--- src/rtl/mc_pkg.sv ---
// Shared definitions for the multi-cycle sequencer: FSM state codes,
// default exception vector and the next-PC selector.
package mc_pkg;

  localparam int STATE_W = 3;

  localparam logic [STATE_W-1:0] FETCH  = 3'd0;
  localparam logic [STATE_W-1:0] DECODE = 3'd1;
  localparam logic [STATE_W-1:0] EXEC   = 3'd2;
  localparam logic [STATE_W-1:0] MEM    = 3'd3;
  localparam logic [STATE_W-1:0] WB     = 3'd4;
  localparam logic [STATE_W-1:0] EXC    = 3'd5;

  localparam int unsigned EXC_VEC_DEFAULT = 32'h0000_00F0;

  typedef enum logic [2:0] {
    PC_HOLD,
    PC_INC,
    PC_BRANCH,
    PC_JUMP,
    PC_VEC,
    PC_LOAD
  } pc_sel_e;

endpackage

--- src/rtl/mc_pc_unit.sv ---
// Program counter register with its next-PC mux (increment, branch, jump,
// exception vector, switch load). All arithmetic wraps modulo 2^PC_W.
module mc_pc_unit
  import mc_pkg::*;
#(
  parameter int          PC_W    = 8,
  parameter int unsigned EXC_VEC = EXC_VEC_DEFAULT
) (
  input  logic            clk,
  input  logic            rst,
  input  pc_sel_e         sel,
  input  logic [PC_W-1:0] load_val,
  input  logic [PC_W-1:0] target,
  input  logic            alu_zero,
  output logic [PC_W-1:0] pc
);

  localparam logic [PC_W-1:0] VEC = PC_W'(EXC_VEC);

  logic [PC_W-1:0] pc_q;
  logic [PC_W-1:0] pc_d;
  logic [PC_W-1:0] pc_inc;

  assign pc_inc = pc_q + PC_W'(1);

  always_comb begin
    pc_d = pc_q;
    case (sel)
      PC_INC:    pc_d = pc_inc;
      PC_BRANCH: pc_d = alu_zero ? (pc_inc + target) : pc_inc;
      PC_JUMP:   pc_d = target;
      PC_VEC:    pc_d = VEC;
      PC_LOAD:   pc_d = load_val;
      default:   pc_d = pc_q;
    endcase
  end

  always_ff @(posedge clk or posedge rst) begin
    if (rst) pc_q <= '0;
    else     pc_q <= pc_d;
  end

  assign pc = pc_q;

endmodule

--- src/rtl/mc_sequencer.sv ---
// Multi-cycle MIPS sequencer: FSM owning PC/IR, register and DMEM strobes,
// ack-stretched memory access with timeout, and exception vectoring with EPC.
// Optional single-step gating of FETCH via macro MC_SEQ_STEP_EN.
module mc_sequencer
  import mc_pkg::*;
#(
  parameter int          PC_W    = 8,
  parameter int unsigned EXC_VEC = EXC_VEC_DEFAULT,
  parameter int unsigned MEM_TMO = 15
) (
  input  logic                SYS_clk,
  input  logic                SYS_rst,
  input  logic                SYS_load,
`ifdef MC_SEQ_STEP_EN
  input  logic                SYS_step,
`endif
  input  logic [PC_W-1:0]     SYS_pc_val,
  input  logic [31:0]         IMEM_instruction,
  input  logic                dec_regw,
  input  logic                dec_mem_rd,
  input  logic                dec_mem_wr,
  input  logic                dec_branch,
  input  logic                dec_jump,
  input  logic                alu_zero,
  input  logic                exc_req,
  input  logic                dmem_ack,
  output logic [PC_W-1:0]     PC_current,
  output logic [31:0]         IR,
  output logic                reg_we,
  output logic                dmem_rd,
  output logic                dmem_wr,
  output logic [PC_W-1:0]     EPC,
  output logic                EH_active,
  output logic [STATE_W-1:0]  state
);

  localparam int CNT_W = $clog2(MEM_TMO + 2);

  logic [STATE_W-1:0] state_q, state_d;
  logic [31:0]        ir_q, ir_d;
  logic [PC_W-1:0]    epc_q, epc_d;
  logic               eh_q, eh_d;
  logic               reg_we_q, reg_we_d;
  logic               dmem_rd_q, dmem_rd_d;
  logic               dmem_wr_q, dmem_wr_d;
  logic [CNT_W-1:0]   cnt_q, cnt_d, cnt_inc;
  logic               tmo_hit;
  logic               fetch_go;
  pc_sel_e            pc_sel;

`ifdef MC_SEQ_STEP_EN
  logic [1:0] step_sync_q, step_sync_d;
  logic       step_prev_q, step_prev_d;

  assign step_sync_d = {step_sync_q[0], SYS_step};
  assign step_prev_d = step_sync_q[1];
  assign fetch_go    = step_sync_q[1] & ~step_prev_q;

  always_ff @(posedge SYS_clk or posedge SYS_rst) begin
    if (SYS_rst) begin
      step_sync_q <= '0;
      step_prev_q <= 1'b0;
    end else begin
      step_sync_q <= step_sync_d;
      step_prev_q <= step_prev_d;
    end
  end
`else
  assign fetch_go = 1'b1;
`endif

  // cnt_q counts MEM cycles already spent; the timeout fires on the edge it would reach MEM_TMO
  assign cnt_inc = cnt_q + CNT_W'(1);
  assign tmo_hit = (MEM_TMO != 0) && (cnt_inc == CNT_W'(MEM_TMO));

  always_comb begin
    state_d = state_q;
    ir_d    = ir_q;
    epc_d   = epc_q;
    eh_d    = eh_q;
    cnt_d   = '0;
    pc_sel  = PC_HOLD;
    case (state_q)
      FETCH: begin
        if (SYS_load) begin
          pc_sel = PC_LOAD;
          eh_d   = 1'b0;
        end else if (fetch_go) begin
          ir_d    = IMEM_instruction;
          state_d = DECODE;
        end
      end
      DECODE: state_d = EXEC;
      EXEC: begin
        if (exc_req) begin
          state_d = EXC;
        end else if (dec_jump) begin
          pc_sel  = PC_JUMP;
          state_d = FETCH;
        end else if (dec_branch) begin
          pc_sel  = PC_BRANCH;
          state_d = FETCH;
        end else if (dec_mem_rd || dec_mem_wr) begin
          state_d = MEM;
        end else if (dec_regw) begin
          state_d = WB;
        end else begin
          pc_sel  = PC_INC;
          state_d = FETCH;
        end
      end
      MEM: begin
        if (dmem_ack) begin
          if (dec_mem_rd) begin
            state_d = WB;
          end else begin
            pc_sel  = PC_INC;
            state_d = FETCH;
          end
        end else if (tmo_hit) begin
          state_d = EXC;
        end else begin
          cnt_d = cnt_inc;
        end
      end
      WB: begin
        pc_sel  = PC_INC;
        state_d = FETCH;
      end
      EXC: begin
        epc_d   = PC_current;
        pc_sel  = PC_VEC;
        eh_d    = 1'b1;
        state_d = FETCH;
      end
      default: state_d = FETCH;
    endcase
    // Strobes are registered from the next state so each is high only in its own state
    reg_we_d  = (state_d == WB);
    dmem_rd_d = (state_d == MEM) && dec_mem_rd;
    dmem_wr_d = (state_d == MEM) && dec_mem_wr;
  end

  always_ff @(posedge SYS_clk or posedge SYS_rst) begin
    if (SYS_rst) begin
      state_q   <= FETCH;
      ir_q      <= '0;
      epc_q     <= '0;
      eh_q      <= 1'b0;
      reg_we_q  <= 1'b0;
      dmem_rd_q <= 1'b0;
      dmem_wr_q <= 1'b0;
      cnt_q     <= '0;
    end else begin
      state_q   <= state_d;
      ir_q      <= ir_d;
      epc_q     <= epc_d;
      eh_q      <= eh_d;
      reg_we_q  <= reg_we_d;
      dmem_rd_q <= dmem_rd_d;
      dmem_wr_q <= dmem_wr_d;
      cnt_q     <= cnt_d;
    end
  end

  mc_pc_unit #(
    .PC_W    (PC_W),
    .EXC_VEC (EXC_VEC)
  ) u_pc (
    .clk      (SYS_clk),
    .rst      (SYS_rst),
    .sel      (pc_sel),
    .load_val (SYS_pc_val),
    .target   (ir_q[PC_W-1:0]),
    .alu_zero (alu_zero),
    .pc       (PC_current)
  );

  assign IR        = ir_q;
  assign EPC       = epc_q;
  assign EH_active = eh_q;
  assign reg_we    = reg_we_q;
  assign dmem_rd   = dmem_rd_q;
  assign dmem_wr   = dmem_wr_q;
  assign state     = state_q;

endmodule

--- config.mk ---
export PLATFORM = sky130hd
export DESIGN_NAME = mc_sequencer
export DESIGN_NICKNAME = d
export VERILOG_FILES = /design/src/rtl/mc_pkg.sv /design/src/rtl/mc_pc_unit.sv /design/src/rtl/mc_sequencer.sv
export SDC_FILE = /design/constraint.sdc
export NUM_CORES = 1
export LEC_CHECK = 0
export BUFFER_PORTS_ARGS = -buffer_cell sky130_fd_sc_hd__buf_4
export CORE_AREA = 2 2 94 96
export DETAILED_ROUTE_END_ITERATION = 10
export DIE_AREA = 0 0 96 98
export PLACE_DENSITY = 0.67
export SLEW_MARGIN = 20
export SYNTH_ARGS = -nofsm -noshare
export SYNTH_HDL_FRONTEND = slang
export SYNTH_SLANG_ARGS = --single-unit
export TNS_END_PERCENT = 5
--- constraint.sdc ---
create_clock -name SYS_clk -period 2.77 [get_ports SYS_clk]
set_input_delay 0.4155 -clock SYS_clk [delete_from_list [all_inputs] [get_ports SYS_clk]]
set_output_delay 0.4155 -clock SYS_clk [all_outputs]
set_load 0.03 [all_outputs]
==> summary.md, run 1 <==
| Metric | Value |
|---|---|
| Status | `finished, final reports clean` |
| Ys async rst share | `1.00` |
| Die Ht | `98 um` |
| Worst-path clk slew | `0.08 ns` |
| Count of cell types in the netlist | `60` |
| Reg2reg start | `u_pc.pc[0]` |
| Reg-to-reg endpoint | `u_pc.pc[7]` |
| R2R Setup Slk | `0.10 ns` |
| Vias/cell | `5.42` |
| Post-route ant nets | `0` |
| Comb pwr share | `0.610` |
| Data required, critical path | `3.00 ns` |
| Dominant cell type by area after synthesis | `dfrtp_1` |
| Sw Ratio | `0.467` |
| Layout cells sized above 1 | `0.448` |
| Diode count | `0` |
| Mapped cell area | `3310 um2` |
| Crit Path Max Fanout | `5` |
| Drt wl/cell | `16.6 um` |
| Worst Hold Class | `input port to asynchronous set/reset pin` |
| NetSw | `2.79 mW` |
| Final count of hold timing violations | `0` |
| Clk buf depth | `2` |
| Core ar. | `8470 um2` |
| DRC viols | `0` |
| Clock Tree Root | `clkbuf_8` |
| Io pins | `106` |
| Crit path cell chain | `ha_2, nand3_2, o21a_1, or2_2, ha_1, or4_1, o221a_2, o32ai_2, nor3b_1` |
| CP max stage delay | `0.52 ns` |
| Most instantiated cells after synthesis | `dfrtp_1, mux2_2, nand2_1, o21ai_0, nor2_1` |
| Mapped Nets | `365` |
| P_leak | `2.01 nW` |
| Buffer and inverter count on the worst path | `0` |
| Inserted Clock Buffers | `9` |
| Clk network pwr share | `0.114` |
| Via count | `2884` |
| Slack of the critical path | `0.103 ns` |
| EDFF count, synth | `0` |
| Final Core Density | `0.529` |
| Port bufs | `105` |
| Worst Tran Pin Value | `0.648 ns` |
| TNS Setup | `0 ns` |
| Number of max-cap violations | `0` |
| Ys flop type | `dfrtp_1` |
| Die Area | `9410 um2` |
| Iteration-0 DRC Markers | `249` |
| Synth Area per Inst | `10.9 um2` |
| Critical Path End Type | `flop` |
| Final wirelength | `8.82 mm` |
| Most common cell in the netlist | `dfrtp_1` |
| CTS hold repair buffers | `0` |
| Peak supply drop | `0.000543 V` |
| Max-slew violations | `0` |
| Post-layout min period | `2.67 ns` |
| Largest net degree at the start of global routing | `34` |
| Max Fclk | `375 MHz` |
| Initial Util | `0.391` |
| Clock Latency Late Sink | `0.34 ns` |
| Grt ovf | `0` |
| Top-area cell type share of the netlist area | `0.453` |
| Post-Syn Instances | `303` |
| Area growth, synth to finish | `35.1%` |
| Critical path type | `flop to flop` |
| Post-placement cell count | `514` |
| Critical path's slowest cell | `or4_1` |
| Sequential share of power | `0.275` |
| Final Cycle Share | `0.963` |
| CP delay by family, top | `simple AND/OR/NAND/NOR gates` |
| Sequential-to-total area share from yosys stat | `0.453` |
| Worst Setup Start Kind | `flop` |
| Fin nets | `482` |
| Row cnt | `34` |
| Vias in the first global route | `2842` |
| First-pass GRT wire length | `14.4 mm` |
| Horiz. Die Dim | `96 um` |
| Synth top area cells | `dfrtp_1, mux2_2, ha_1, o21ai_0, nand2_1` |
| Critical Path AT | `2.90 ns` |
| Worst reg2reg path depth | `9` |
| Synthesis-stage register bit count | `60` |
| CTS Sinks | `60` |
| # setup viols final | `0` |
| Setup slack at placement | `0.0838 ns` |
| H-tree Lvls | `3` |
| CTS tree | `built` |
| PwrDens | `1330 nW/um2` |
| Antenna violations before repair | `0` |
| Fin Clk Skew | `0.0101 ns` |
| Drt pass-1 iters | `4` |
| GRT Total Usage | `0.197` |
| Fin cells | `532` |
| Internal power | `3.18 mW` |
| Hpwl dp | `6.80 mm` |
| Post-layout power | `5.97 mW` |
| Ys Warns | `0` |
| Slew headroom | `0.567` |
| GP Congestion | `0.913` |
[worst reg2reg max path, stage by stage, from the launching register on]
cell	delay (ns)
dfrtp_2	0.41
ha_2	0.22
nand3_2	0.11
o21a_1	0.22
or2_2	0.30
ha_1	0.21
or4_1	0.52
o221a_2	0.26
o32ai_2	0.25
nor3b_1	0.07
[sequential cells by signal, indices dropped and copies added (netlist names)]
| register | flops |
|---|---|
| EH_active | 1 |
| EPC | 8 |
| IR | 32 |
| cnt_q | 5 |
| dmem_rd | 1 |
| dmem_wr | 1 |
| reg_we | 1 |
| state | 3 |
| u_pc.pc | 8 |
[repair_timing]
item | CTS | global route
endpoints found under the setup margin | 0 | 3
gates resized for setup | 0 | 4
setup buffers | 0 | 3
[power by group through the flow]
stage	clock network, mW	registers, mW	logic, mW
after floorplan	0	2.31	1.74
after global placement	0	1.63	3.54
after detailed placement	0	1.66	3.58
after CTS	0.701	1.64	3.59
after global routing	0.745	1.71	3.93
final	0.682	1.64	3.64
[through the flow]
step | hold WS, ns | cell area (um2)
final | 0.153 | 4470
after global routing | 0.190 | 4470
after CTS | 0.168 | 4440
after detailed placement | 0.474 | 4270
after global placement | 0.464 | 4270
after floorplan | 0.454 | 3310
[logic make-up (layout without fill, tap and decap cells)]
kind of cell	count (synthesis)	after routing	synth area share
buffers and inverters	19	140	0.0257
multiplexers	40	40	0.135
AO/OA/AOI/OAI	77	77	0.167
XOR/XNOR	9	9	0.0238
adder cells (fa/ha/maj)	11	11	0.0438
AND/OR/NAND/NOR	87	87	0.151
flip-flops	60	60	0.453
[per-layer routing]
metal | routed length [um] | global-route usage
met1 | 3800 | 0.265
met2 | 4310 | 0.310
met3 | 471 | 0.0355
met4 | 240 | 0.0824
met5 | 0 | 0
[layout by cell type, fill, tap and decap left out, drive strengths merged, types with 4 or more instances in the layout]
cell,instances
clkinv,4
nand2,19
or2,4
dfrtp,60
ha,10
mux2,37
o21ai,18
a21oi,10
clkbuf,9
o21a,5
nor3,7
xnor2,6
a211oi,6
nor2,17
o211ai,5
buf,117
nand3b,4
inv,8
o31ai,4
nand3,12
[worst max path at each step]
stage / startpoint / endpoint / slack, ns / cells after the start
finish: u_pc.pc[0] / u_pc.pc[7] / 0.10 / 9
global route: u_pc.pc[0] / u_pc.pc[7] / -0.02 / 9
CTS: u_pc.pc[0] / u_pc.pc[7] / 0.07 / 9
detailed placement: u_pc.pc[0] / u_pc.pc[7] / 0.08 / 9
global placement: u_pc.pc[0] / u_pc.pc[7] / 0.13 / 9
floorplan: u_pc.pc[0] / u_pc.pc[7] / 0.06 / 9
[area by class of cell]
cell class / instances / area (um2)
timing repair buffer: 117 / 891
clock inverter: 6 / 42.5
clock buffer: 9 / 124
tap: 108 / 135
sequential: 60 / 1510
fill: 789 / 3990
multi-input combinational: 224 / 1750
inverter: 8 / 30.0
Note: power is estimated with default switching activity, not from simulation.
==> inputs of run 2 (changes only) <==
--- a/config.mk
+++ b/config.mk
@@ -10,8 +10,9 @@
 export DETAILED_ROUTE_END_ITERATION = 10
 export DIE_AREA = 0 0 96 98
 export PLACE_DENSITY = 0.67
+export REMOVE_ABC_BUFFERS = 1
 export SLEW_MARGIN = 20
 export SYNTH_ARGS = -nofsm -noshare
 export SYNTH_HDL_FRONTEND = slang
 export SYNTH_SLANG_ARGS = --single-unit
-export TNS_END_PERCENT = 5
+export TNS_END_PERCENT = 20
==> run 2 against run 1 <==
Compared with the run above: die area stayed put; register-to-register slack about the same; combinational power about the same; sequential share of layout area shrank 0.17 points; largest power group unchanged.
==> summary.md, run 2 (synthesis gave the netlist of run 1 again) <==
| Metric | Value |
|---|---|
| Reg-to-reg endpoint | `u_pc.pc[5]` |
| # setup viols final | `0 (unchanged)` |
| Row cnt | `34 (unchanged)` |
| CTS tree | `built` |
| Vias in the first global route | `2996 (+5.4%)` |
| Diode count | `0 (unchanged)` |
| Vias/cell | `5.61 (+3.5%)` |
| Fin nets | `479 (-0.62%)` |
| Peak supply drop | `0.000732 V (+35%)` |
| DRC viols | `0 (unchanged)` |
| Unrepaired setup endpoints after global routing | `true` |
| GP Congestion | `0.834 (-8.7%)` |
| Most frequent cells in the layout | `buf_4, dfrtp_1, mux2_2, nand2_1, o21ai_0` |
| GRT Total Usage | `0.206 (+0.00905)` |
| Slack of the critical path | `0.116 ns (+0.0131 ns)` |
| Critical Path End Type | `flop` |
| Layout cells sized above 1 | `0.445 (-0.00262)` |
| Commonest non-fill, non-tap cell in the layout | `buf_4` |
| First-pass GRT wire length | `15.0 mm (+3.9%)` |
| Crit Path Max Fanout | `7 (+2)` |
| Drt pass-1 iters | `4 (unchanged)` |
| Max FFs per register | `32 (unchanged)` |
| Crit. Startpoint | `u_pc.pc[0]` |
| Iteration-0 DRC Markers | `132 (-47%)` |
| Clk buf depth | `2 (unchanged)` |
| Initial Util | `0.391 (unchanged)` |
| Setup slack at placement | `0.0397 ns (-0.0441 ns)` |
| Data required, critical path | `3.03 ns (+0.03 ns)` |
| Hpwl dp | `6.97 mm (+2.5%)` |
| Worst-path clk slew | `0.07 ns (about the same)` |
| Grt ovf | `0 (unchanged)` |
| Crit path capture | `u_pc.pc[5]` |
| Final wirelength | `9.27 mm (+5.1%)` |
| Inserted Clock Buffers | `9 (unchanged)` |
| Core ar. | `8470 um2 (unchanged)` |
| Post-route ant nets | `0 (unchanged)` |
| Worst Hold Class | `input port to asynchronous set/reset pin` |
| Worst path most repeated cell | `o211ai_1` |
| R2R Setup Slk | `0.12 ns (about the same)` |
| Antenna violations before repair | `0 (unchanged)` |
| Reg2reg start | `u_pc.pc[0]` |
| Die Ht | `98 um (unchanged)` |
| Crit path cell chain | `nand4_1, o21a_1, or2_2, ha_2, or3b_2, o211ai_1, o31a_1, o31ai_1, o211ai_1` |
| Number of max-cap violations | `0 (unchanged)` |
| Max Fclk | `377 MHz (+0.49%)` |
| Max-slew violations | `0 (unchanged)` |
| H-tree Lvls | `3 (unchanged)` |
| Port bufs | `105 (unchanged)` |
| Worst Setup Start Kind | `flop` |
| Slew headroom | `0.540 (-0.0276)` |
| P_leak | `2.01 nW (+0.20%)` |
| Io pins | `106 (unchanged)` |
| Worst Tran Pin Value | `0.689 ns (+0.0408 ns)` |
| Largest net degree at the start of global routing | `33 (-2.9%)` |
| TNS Setup | `0 ns (unchanged)` |
| CP max stage delay | `0.45 ns (-0.07 ns)` |
| Via count | `2974 (+3.1%)` |
| Final Cycle Share | `0.958 (-0.00474)` |
| Horiz. Die Dim | `96 um (unchanged)` |
| Post-layout min period | `2.65 ns (-0.0131 ns)` |
| Final count of hold timing violations | `0 (unchanged)` |
| Drt wl/cell | `17.5 um (+5.5%)` |
| Clock Latency Late Sink | `0.34 ns (about the same)` |
| Die Area | `9410 um2 (unchanged)` |
| PwrDens | `1360 nW/um2 (+1.9%)` |
| Fin Clk Skew | `0.0114 ns (+0.00130 ns)` |
| Area growth, synth to finish | `35.5%` |
| Critical Path AT | `2.91 ns (about the same)` |
| Critical path's slowest cell | `or3b_2` |
| Clock Tree Root | `clkbuf_8` |
| Critical path type | `flop to flop` |
| Worst reg2reg path depth | `9 (unchanged)` |
| CTS Sinks | `60 (unchanged)` |
| Status | `finished, final reports clean` |
-- run 2: cell types whose count changed in the layout (fill, tap and decap cells not counted), sizes merged --
cell and change:
clkinv -1, buf -3, bufinv +1, clkbuf +1
-- run 2: report_power, final --
part / internal [mW] / switching (mW) / total [mW]
registers: 1.26 / 0.401 / 1.67
clock network: 0.438 / 0.369 / 0.807
logic: 1.59 / 2.05 / 3.63
-- run 2: routing by layer --
layer / share of wire / track usage / wire length [um] / vias up
met5: 0 / 0 / 0 / -
met3: 0.084 / 0.0563 / 781 / 16
met4: 0.018 / 0.0890 / 171 / 0
li1: - / - / - / 1366
met1: 0.42 / 0.274 / 3920 / 1449
met2: 0.47 / 0.313 / 4400 / 143
-- run 2: worst max-delay path, delay by kind of cell (launching register included) --
family                   cells  cell delay (ns)
AO/OA/AOI/OAI                5             0.77
AND/OR/NAND/NOR              3             0.98
flip-flops                   1             0.44
adder cells (fa/ha/maj)      1             0.39
-- run 2: repair_timing --
| action | in CTS | in global routing |
|---|---|---|
| resized for setup | 0 | 7 |
| buffers inserted | 0 | 0 |
| hold buffers | 0 | 0 |
| endpoints found under the setup margin | 0 | 3 |
| endpoints found under the hold margin | 0 | 0 |
-- run 2: per-stage QoR --
step,instances,hold slack (ns),total power [mW],area [um2],util
final,530,0.124,6.10,4490,0.530
after floorplan,292,0.454,4.00,3260,-
after global placement,514,0.463,5.16,4250,0.503
after detailed placement,514,0.475,5.24,4250,0.503
after CTS,530,0.121,6.07,4460,0.526
after global routing,530,0.179,6.50,4490,0.530
-- run 2: worst min-delay path by stage --
stage                      to      start  cells after the start  slack [ns]
finish                 IR[30]    SYS_rst                      2        0.12
global route           IR[19]    SYS_rst                      2        0.18
CTS                    IR[18]    SYS_rst                      2        0.12
detailed placement  EH_active  EH_active                      2        0.48
global placement       EPC[5]     EPC[5]                      2        0.46
floorplan            cnt_q[0]   cnt_q[0]                      1        0.45
-- run 2: cell type report --
type | count | area (um2)
Multi-Input combinational cell | 224 | 1760
Tap cell | 108 | 135
Timing Repair Buffer | 114 | 856
Sequential cell | 60 | 1500
Inverter | 8 | 30.0
Clock buffer | 10 | 138
Fill cell | 763 | 3980
Clock inverter | 6 | 63.8
==> inputs of run 3 (changes only) <==
--- a/config.mk
+++ b/config.mk
@@ -6,10 +6,11 @@
 export NUM_CORES = 1
 export LEC_CHECK = 0
 export BUFFER_PORTS_ARGS = -buffer_cell sky130_fd_sc_hd__buf_4
-export CORE_AREA = 2 2 94 96
+export CORE_AREA = 3 3 94 96
 export DETAILED_ROUTE_END_ITERATION = 10
-export DIE_AREA = 0 0 96 98
-export PLACE_DENSITY = 0.67
+export DIE_AREA = 0 0 97 99
+export GPL_TIMING_DRIVEN = 0
+export PLACE_DENSITY = 0.68
 export REMOVE_ABC_BUFFERS = 1
 export SLEW_MARGIN = 20
 export SYNTH_ARGS = -nofsm -noshare
==> run 3 against run 2 <==
Compared with the run above: final area increased by 1.5%; combinational power increased by 2%; count of clock-buffer cells in the layout grew 1; non-clock buffer count increased by 1; maximum frequency decreased by 1.9%; sequential power is essentially flat; sequential cell count did not move; via count decreased by 2.6%; hold slack worse by 0.059 ns.
==> summary.md, run 3 (synthesis gave the netlist of run 1 again) <==
| Metric | Value |
|---|---|
| Status | `finished, final reports clean` |
| GP Congestion | `0.865 (+3.7%)` |
| CP max stage delay | `0.51 ns (+0.06 ns)` |
| H-tree Lvls | `3 (unchanged)` |
| Die Ht | `99 um (+1.0%)` |
| Fillers | `733 (-3.9%)` |
| Worst Hold Class | `input port to asynchronous set/reset pin` |
| Via count | `2896 (-2.6%)` |
| Iteration-0 DRC Markers | `130 (-1.5%)` |
| CP delay by family, top | `simple AND/OR/NAND/NOR gates` |
| Number of max-cap violations | `0 (unchanged)` |
| Worst reg2reg path depth | `9 (unchanged)` |
| First-pass GRT wire length | `14.8 mm (-0.74%)` |
| Slew headroom | `0.560 (+0.0201)` |
| Critical path's slowest cell | `or4_1` |
| Vias in the first global route | `3069 (+2.4%)` |
| Critical Path End Type | `flop` |
| Antenna violations before repair | `0 (unchanged)` |
| Largest net degree at the start of global routing | `32 (-3.0%)` |
| Drt wl/cell | `16.8 um (-3.9%)` |
| Vias/cell | `5.48 (-2.3%)` |
| R2R Setup Slk | `0.07 ns (-0.05 ns)` |
| GRT Total Usage | `0.190 (-0.0159)` |
| Grt ovf | `0 (unchanged)` |
| Worst-path clk slew | `0.07 ns (about the same)` |
| Io pins | `106 (unchanged)` |
| Area of the multi-input gates | `1780 um2 (+0.99%)` |
| Critical Path AT | `2.93 ns (+0.02 ns)` |
| Horiz. Die Dim | `97 um (+1.0%)` |
| Commonest non-fill, non-tap cell in the layout | `buf_4` |
| Fin Clk Skew | `0.00716 ns (-0.00421 ns)` |
| Max Fclk | `370 MHz (-1.9%)` |
| Drt pass-1 iters | `5 (+1)` |
| DRC viols | `0 (unchanged)` |
| Final count of hold timing violations | `0 (unchanged)` |
| Data required, critical path | `2.99 ns (-0.04 ns)` |
| Critical path type | `flop to flop` |
| Hold WS | `0.0644 ns (-0.0594 ns)` |
| Max FFs per register | `32 (unchanged)` |
| Most frequent cells in the layout | `buf_4, dfrtp_1, mux2_2, nand2_1, o21ai_0` |
| CTS hold repair buffers | `0 (unchanged)` |
| Die Area | `9600 um2 (+2.1%)` |
| Fin nets | `480 (+0.21%)` |
| Max-slew violations | `0 (unchanged)` |
| CTS Sinks | `60 (unchanged)` |
| Hpwl dp | `6.85 mm (-1.8%)` |
| Layout cells sized above 1 | `0.452 (+0.00604)` |
| Worst Tran Pin Value | `0.654 ns (-0.0348 ns)` |
| Core ar. | `8130 um2 (-3.9%)` |
| # setup viols final | `0 (unchanged)` |
| Reg-to-reg endpoint | `u_pc.pc[7]` |
| Row cnt | `33 (-2.9%)` |
| TNS Setup | `0 ns (unchanged)` |
| Clk buf depth | `2 (unchanged)` |
| Port bufs | `105 (unchanged)` |
| Post-layout min period | `2.70 ns (+0.0505 ns)` |
| PwrDens | `1360 nW/um2 (+0.34%)` |
| Register area | `1510 um2 (+0.25%)` |
| Buffer and inverter count on the worst path | `0 (unchanged)` |
| Clock Tree Root | `clkbuf_8` |
| Crit path cell chain | `ha_4, nand3_4, o21a_1, or2_2, ha_1, or4_1, o221a_2, o32ai_2, nor3b_2` |
| Final wirelength | `8.88 mm (-4.3%)` |
| Inserted Clock Buffers | `9 (unchanged)` |
| Clock Latency Late Sink | `0.34 ns (about the same)` |
| Worst Setup Start Kind | `flop` |
| P_leak | `2.04 nW (+1.3%)` |
| Area growth, synth to finish | `37.6%` |
| Peak supply drop | `0.000794 V (+8.4%)` |
| Reg2reg start | `u_pc.pc[0]` |
| Post-route ant nets | `0 (unchanged)` |
| Initial Util | `0.407 (+0.0159)` |
| Final Cycle Share | `0.976 (+0.0182)` |
| CTS tree | `built` |
| Diode count | `0 (unchanged)` |
| Crit Path Max Fanout | `6 (-1)` |
run 3: cell count changes in the layout (fill, tap and decap cells not counted), sizes merged:
cell / previous run / this run
buf: 114 / 115
bufinv: 1 / 2
clkinvlp: 2 / 0
clkbuf: 10 / 11
run 3: layout make-up:
cell class                 instances  share of cell area
clock buffer                      11              0.0310
clock inverter                     5              0.0165
inverter                           8             0.00714
multi-input combinational        224               0.391
sequential                        60               0.331
tap                              105              0.0288
timing repair buffer             115               0.195
run 3: where the power goes:
part	switching [mW]	total, mW	internal (mW)	leakage, nW
sequential	0.384	1.65	1.27	0.724
clock	0.345	0.871	0.526	0.113
combinational	2.05	3.69	1.64	1.20
total	2.78	6.21	3.44	2.04
run 3: worst max-delay path by stage:
| stage | startpoint | cells after the start | slack (ns) | to |
|---|---|---|---|---|
| after floorplan | u_pc.pc[1] | 9 | -0.05 | u_pc.pc[7] |
| after global placement | state[1] | 3 | -0.45 | IR[7] |
| after detailed placement | u_pc.pc[1] | 9 | -0.12 | u_pc.pc[7] |
| after CTS | u_pc.pc[3] | 9 | 0.005 | u_pc.pc[5] |
| after global routing | u_pc.pc[0] | 9 | -0.03 | u_pc.pc[7] |
| final | u_pc.pc[0] | 9 | 0.07 | u_pc.pc[7] |
run 3: stage by stage:
step	instances	power, mW	util	worst slack [ns]	instance area, um2
2_1_floorplan	292	4.00	-	-0.0532	3260
3_3_place_gp	502	5.08	0.513	-0.449	4180
3_5_place_dp	505	5.21	0.520	-0.117	4230
4_1_cts	521	6.14	0.549	0.00539	4470
5_1_grt	528	6.66	0.560	-0.0311	4560
6_report	528	6.21	0.560	0.0654	4560
run 3: timing repair:
| action | 4_1_cts | 5_1_grt |
|---|---|---|
| pin swaps | 0 | 4 |
| cloned | 0 | 0 |
| resized for setup | 6 | 6 |
| endpoints found under the setup margin | 3 | 3 |
| setup buffers | 0 | 7 |
run 3: metal layers:
layer,track usage,wire [um],vias up
met1,0.242,3850,1408
met5,0,0,-
met2,0.304,4140,113
met3,0.0623,802,8
li1,-,-,1367
met4,0.0670,84,0
